<file path="config.mk">
export PLATFORM = sky130hd
export DESIGN_NAME = thread_state_mp
export DESIGN_NICKNAME = d
export VERILOG_FILES = /design/src/rtl/thread_state_mp.sv
export SDC_FILE = /design/constraint.sdc
export NUM_CORES = 1
export LEC_CHECK = 0
export CAP_MARGIN = 20
export CORE_ASPECT_RATIO = 1.2
export CORE_UTILIZATION = 56
export DETAILED_ROUTE_END_ITERATION = 10
export GPL_TIMING_DRIVEN = 0
export PLACE_DENSITY = 0.91
export SYNTH_ARGS = -nofsm -noshare
export SYNTH_HDL_FRONTEND = slang
export SYNTH_SLANG_ARGS = --single-unit
</file>
<file path="constraint.sdc">
create_clock -name CLK -period 2.5 [get_ports CLK]
set_input_delay 0.375 -clock CLK [delete_from_list [all_inputs] [get_ports CLK]]
set_output_delay 0.375 -clock CLK [all_outputs]
set_load 0.05 [all_outputs]
</file>
<file path="src/rtl/thread_state_mp.sv">
// thread_state_mp: per-thread state store with buffered, arbitrated write channels,
// replicated read copies, a post-reset init sweep and a sticky protocol error.
module thread_state_mp #(
  parameter int N_THREADS   = 16,
  parameter int STATE_WIDTH = 4,
  parameter int N_WR        = 4,
  parameter int N_RD        = 4,
  parameter int RD0_ASYNC   = 1,
  parameter int ARB_MODE    = 0,
  parameter int INIT_STATE  = 0,
  localparam int N_THREADS_MSB = (N_THREADS > 1) ? $clog2(N_THREADS) - 1 : 0
) (
  input  logic                                 CLK,
  input  logic                                 RESET_N,
  input  logic [N_WR-1:0]                      wr_en,
  input  logic [N_WR*(N_THREADS_MSB+1)-1:0]    wr_num,
  input  logic [N_WR*STATE_WIDTH-1:0]          wr_state,
  output logic [N_WR-1:0]                      wr_rdy,
  input  logic [N_RD*(N_THREADS_MSB+1)-1:0]    rd_num,
  output logic [N_RD*STATE_WIDTH-1:0]          rd_state,
  output logic                                 init_done,
  output logic [N_WR-1:0]                      pending,
  output logic                                 err
);
  localparam int IW = N_THREADS_MSB + 1;
  localparam int PW = (N_WR > 1) ? $clog2(N_WR) : 1;
  localparam int NC = (N_RD + 1) / 2;
  localparam int SW = STATE_WIDTH;
  logic [N_WR-1:0] hold_v, grant;
  logic [IW-1:0]   hold_num [N_WR];
  logic [SW-1:0]   hold_st [N_WR];
  logic [SW-1:0]   mem [NC][N_THREADS];
  logic [SW-1:0]   rd_q [N_RD];
  logic [IW-1:0]   sweep, wa;
  logic [SW-1:0]   wd;
  logic [PW-1:0]   ptr, gidx, idx;
  logic            gv;
  // Scan from the highest search offset down so the lowest offset wins.
  always_comb begin
    gv = 1'b0;
    gidx = '0;
    idx = '0;
    for (int k = N_WR - 1; k >= 0; k--) begin
      idx = (ARB_MODE != 0) ? PW'((int'(ptr) + k) % N_WR) : PW'(k);
      gv = hold_v[idx] ? 1'b1 : gv;
      gidx = hold_v[idx] ? idx : gidx;
    end
  end
  assign grant   = gv ? N_WR'(1) << gidx : '0;
  assign wr_rdy  = {N_WR{init_done}} & (~hold_v | grant);
  assign pending = hold_v;
  assign wa      = init_done ? hold_num[gidx] : sweep;
  assign wd      = init_done ? hold_st[gidx] : SW'(INIT_STATE);
  // Memory is never reset so it stays mappable to distributed RAM.
  always_ff @(posedge CLK)
    if (RESET_N && (gv || !init_done))
      for (int c = 0; c < NC; c++) mem[c][wa] <= wd;
  always_ff @(posedge CLK)
    for (int i = 0; i < N_WR; i++)
      if (wr_en[i] && wr_rdy[i]) begin
        hold_num[i] <= wr_num[i*IW +: IW];
        hold_st[i]  <= wr_state[i*SW +: SW];
      end
  always_ff @(posedge CLK) begin
    if (!RESET_N) begin
      hold_v    <= '0;
      err       <= 1'b0;
      sweep     <= '0;
      init_done <= 1'b0;
      ptr       <= '0;
      for (int j = 0; j < N_RD; j++) rd_q[j] <= '0;
    end else begin
      if (!init_done) begin
        sweep     <= sweep + 1'b1;
        init_done <= (sweep == IW'(N_THREADS - 1));
      end
      if (gv) ptr <= (gidx == PW'(N_WR - 1)) ? '0 : gidx + 1'b1;
      hold_v <= (hold_v & ~grant) | (wr_en & wr_rdy);
      if (|(wr_en & ~wr_rdy)) err <= 1'b1;
      for (int j = 0; j < N_RD; j++) rd_q[j] <= mem[j/2][rd_num[j*IW +: IW]];
    end
  end
  for (genvar j = 0; j < N_RD; j++) begin : g_rd
    if (j == 0 && RD0_ASYNC != 0) begin : g_async
      assign rd_state[j*SW +: SW] = mem[0][rd_num[IW-1:0]];
    end else begin : g_reg
      assign rd_state[j*SW +: SW] = rd_q[j];
    end
  end
endmodule

</file>
# After elaboration in Yosys (flattened, before gate mapping)

Memories as Yosys holds them, arrays and structs flattened.
Cells that the tools add are included.

Register bits: 10
Bits in writable memories: 176
Bits of input ports: 54
Output and inout bits: 26
Logic and storage cells: 86
Memories kept: 4

Add/sub/neg operators: 1
Order comparisons: 6
Equality and inequality tests: 1
Shifts and indexed selects: 1
Multiplexer cells: 42
Bitwise gates (word level): 18
Reduce and logical (&&, ||, !) cells: 9

Memory list:

| memory   | words | width | rd ports | clocked after memory_dff | write ports | RTL line | source |
|---|---|---|---|---|---|---|---|
| mem      | 2     | 64    | 2        | 0                        | 2           | 32       | `logic [SW-1:0] mem [NC][N_THREADS];` |
| hold_num | 4     | 4     | 1        | 0                        | 4           | 30       | `logic [IW-1:0] hold_num [N_WR];` |
| hold_st  | 4     | 4     | 1        | 0                        | 4           | 31       | `logic [SW-1:0] hold_st [N_WR];` |
| rd_q     | 4     | 4     | 3        | 0                        | 4           | 33       | `logic [SW-1:0] rd_q [N_RD];` |

Operators with widths:

| kind                                                | count |
|---|---|
| binary-select mux 4 bit (select 4 bit)              | 4 |
| 2-to-1 mux 4 bit                                    | 16 |
| 2-to-1 mux 64 bit                                   | 1 |
| >= comparator 5 bit (second input constant)         | 5 |
| inverter 4 -> 5 bit                                 | 5 |
| bitwise AND 4 bit                                   | 4 |
| demux 4 bit (select 4 bit)                          | 1 |
| 2-to-1 mux 1 bit                                    | 16 |
| inverter 4 bit                                      | 3 |
| 2-to-1 mux 2 bit                                    | 4 |
| OR 4 bit                                            | 2 |
| logical AND 1 bit                                   | 6 |
| < comparator 5 x 1 -> 1 bit (second input constant) | 1 |
| adder 4 x 1 -> 4 bit (second input constant)        | 1 |
| equality test 4 bit (second input constant)         | 1 |
| OR 1 bit                                            | 4 |
| OR reduction 4 bit                                  | 1 |
| left shift 1 x 2 -> 4 bit (first input constant)    | 1 |
| zero test 1 bit                                     | 1 |
| logical OR 1 bit                                    | 1 |

# Depth between registers and ports, before layout

An unclocked memory read counts as a cell.

Word-level depth: 12
Mapped depth: 7
Depth with buffers taken out: 5

# Worst setup path after synthesis

Ideal clock, no wire load.

Kind: reg-to-reg
From: register hold_v[1] (netlist: pending[1])
To: memory mem[0][112] in the netlist's numbering (enable)
Setup time: 0.377 ns
Arrival: 2.195 ns
Data required time: 2.123 ns
Setup slack: -0.072 ns
Cell stages (with the launch flop): 6
Path buffers: 1
Period minus slack after synthesis: 2.572 ns
Cell sequence: dfxtp_1 > buf_2 > nor3_1 > a21o_1 > o32a_1 > nor4_1

RTL lines:

| element                | RTL line | source |
|---|---|---|
| start, declared        | 29       | `logic [N_WR-1:0] hold_v, grant;` |
| start signal, assigned | 78       | `hold_v <= (hold_v & ~grant) \| (wr_en & wr_rdy);` |
| end, declared          | 32       |  |

==> summary.md <==
| Metric | Value |
|---|---|
| Outcome | `finished with violations` |
| Failing checks | `setup timing` |
| CP max FO | `5` |
| Post-CTS Hold Fix Bufs | `0` |
| Design area | `8040 um2` |
| Core area | `10500 um2` |
| R2r endpoint | `mem[0][109]` |
| Placer Congestion | `1.03` |
| Global-route wire length before repair | `26800 um` |
| Via/cell ratio | `7.13` |
| WL met3 | `1880 um` |
| Max layer used | `met4` |
| Async SR Flop Fraction | `0` |
| Clock slew at reported path FFs | `0.06 ns` |
| # IOs | `80` |
| Part of the cycle the worst path needs | `1.04` |
| Total power | `0.00515 W` |
| Share of layout cells above drive strength 1 | `0.380` |
| Area of the multi-input gates | `~2900 um2` |
| Synth area leader | `edfxtp_1` |
| Max-cap viol count | `0` |
| Switching portion of total power | `0.259` |
| Remaining antenna violation count after routing | `0` |
| Mapped cell area | `slightly above 6000 um2` |
| Antenna diodes | `0` |
| Critical Path RT | `around 2.6 ns` |
| Non-filler cells, final | `632` |
| Setup violators final | `23` |
| Setup CP Type | `reg2reg` |
| Comb pwr share | `0.123` |
| Fin Setup TNS | `-1.29 ns` |
| Placed Area | `6970 um2` |
| Drt first pass iters | `5` |
| Die ar. | `around 11000 um2` |
| Final hold vios | `0` |
| Maximum vdd drop | `0.442 mV` |
| Starting density of the core | `0.578` |
| Post-synthesis cell count | `approximately 370` |
| # rows | `41` |
| Hold path endpoint | `hold_num[2][3]` |
| Vias in the first global route | `4678` |
| Worst-Margin Slew | `0.822 ns` |
| Flops & latches, synth | `118` |
| IO Port Bufs | `68` |
| RSZ-0062 raised after global routing | `true` |
| Routed len/inst | `29.3 um` |
| Total CTS buffers | `17` |
| Hpwl dp | `11100 um` |
| Hold Path Stages | `1` |
| All-layer global routing usage | `0.332` |
| Final wirelength | `between 15000 and 20000 um` |
| Minimum clock period | `2.61 ns` |
| Gr ovfl total | `0` |
| Critical Path End Type | `flip-flop` |
| Largest net degree at the start of global routing | `17` |
| Drt drc | `0` |
| Clock power frac | `0.458` |
| Syn. warnings | `0` |
| Initial drt markers | `630` |
| Antenna violations before repair | `0` |
| R2r setup slk | `-0.11 ns` |
| Nets | `545` |
| Die width | `97.1 um` |
| Top FF cell, synth | `edfxtp_1` |
| Metal-1 WL | `5500 um` |
| Sequential fraction of the synthesis area | `0.547` |
| CTS Sinks | `118` |
| Power per cell area | `641 nW/um2` |
| CP startpoint | `pending[1]` |
| Clk Latency, worst-skew pair | `0.42 ns` |
| Most frequent cell after synthesis | `edfxtp_1` |
| P_int | `0.00382 W` |
| Synth top area share | `0.474` |
| Met2 wire length | `9730 um` |
| Hold Crit Start | `wr_num[11]` |
| R2r worst-path depth | `8` |
| Critical path launch point type | `flip-flop` |
| Final Max Tran Viols | `0` |
| Via Count | `4505` |
| Relative slew slack | `0.452` |
| CTS tree | `built` |
| Final WS setup | `-0.111 ns` |
| Worst Skew | `0.0149 ns` |
| Maximum buffer depth of the clock tree | `2` |
| P_leak | `approximately 2.7 nW` |
| Chip height | `116 um` |
| Layout area overhead | `32.3%` |
| Worst hold-check path type | `in2reg` |
| Sequential power share | `0.419` |
| Most common library cells after synthesis | `96 x edfxtp_1, 68 x mux4_2, 25 x mux2i_1` |
| # placed instances | `576` |
| Critical Path AT | `2.74 ns` |
| Reg-to-reg critical path startpoint | `pending[1]` |
| Number of synthesized flops with an enable pin | `96` |
| Fill cell count | `roughly 540` |
| Synth cell types | `51` |
| Syn Nets | `429` |
| Area contributors post-synth | `edfxtp_1 47%, mux4_2 25%, dfxtp_1 7.2%` |
| P_sw | `0.00133 W` |
| Root Buffer | `clkbuf_16` |
| Fmax | `0.383 GHz` |
| H-Tree Depth | `4` |
| Synthesized area per cell | `16.3 um2` |
| Sequential Area | `3340 um2` |
-- area by class of cell --
class,count,area share
timing repair buffer,97,0.112
inverter,7,0.00342
clock buffer,17,0.0529
buffer,28,0.0196
multi-input combinational,221,0.360
clock inverter,15,0.0180
tap,129,0.0201
sequential,118,0.415
-- cells in the final DEF, fill, tap and decap left out, drive strengths merged, types with 2 or more instances in the layout --
cell           netlist  final
edfxtp              96     96
mux4                68     68
clkdlybuf4s50        0     60
buf                 19     50
clkbuf               9     28
mux2i               25     25
dfxtp               22     22
nand2               18     18
nor4                16     16
o22ai               12     12
a21oi               12     12
inv                  6     11
o21ai                7      7
nor2                 7      7
clkinvlp             0      5
clkinv               1      5
nand3b               4      4
a22oi                4      4
o21a                 4      4
nor2b                4      4
nand3                3      3
or2b                 3      3
clkdlybuf4s15        0      3
and2                 2      2
nand4                2      2
or2                  2      2
and3                 2      2
a41oi                2      2
a31oi                2      2
-- worst max-delay path by stage --
stage	end	slack, ns	cells after the start
after CTS	rd_state[2]	-0.17	3
after global routing	mem[0][109]	-0.17	8
final	mem[0][109]	-0.11	8
after floorplan	mem[0][120]	-0.07	5
after global placement	mem[0][92]	-1.04	6
after detailed placement	mem[0][110]	-1.07	6
-- power groups by stage --
stage / Sequential [W] / Combinational, W / Clock (W)
floorplan: 0.00225 / 0.000288 / 0
global placement: 0.00220 / 0.000521 / 0
detailed placement: 0.00220 / 0.000533 / 0
CTS: 0.00216 / 0.000584 / 0.00234
global route: 0.00216 / 0.000657 / 0.00244
finish: 0.00216 / 0.000636 / 0.00236
-- flip-flops by register name, indices dropped and copies added (netlist names) --
signal and flops:
pending 4, rd_q 12, err 1, init_done 1, hold_num 16, hold_st 16, mem 64, sweep 4
-- repair_timing --
item                                    CTS  global route
hold endpoints to repair                  0             0
cloned                                    0             2
resized for setup                        69            27
endpoints found under the setup margin  119            78
pin swaps                                 6            13
buffers inserted                         11            10
-- cells by family after synthesis --
kind of cell / share of synthesized area
flip-flops: 0.547
buffers and inverters: 0.0270
multiplexers: 0.293
AND/OR/NAND/NOR: 0.0659
adder cells (fa/ha/maj): 0.00206
AO/OA/AOI/OAI: 0.0624
XOR/XNOR: 0.00288
-- per-stage QoR --
step,worst slack [ns],utilization,hold WS (ns)
6_report,-0.111,0.765,0.513
5_1_grt,-0.172,0.765,0.503
4_1_cts,-0.165,0.746,0.506
3_5_place_dp,-1.07,0.663,0.509
3_3_place_gp,-1.04,0.660,0.501
2_1_floorplan,-0.0705,-,0.474
-- worst max-delay path: stages, from the launching register on --
cell      delay, ns
dfxtp_4        0.36
buf_6          0.13
nor2_2         0.05
a222oi_1       0.63
a41oi_4        0.28
buf_6          0.19
buf_6          0.12
nor4_4         0.35
buf_4          0.21
-- per-layer routing --
metal  GRT usage  up-vias
li1            -     1816
met1       0.342     2106
met2       0.599      465
met3      0.0778      118
met4       0.246        0
met5           0        -
Power figures use the tool's default switching activity.
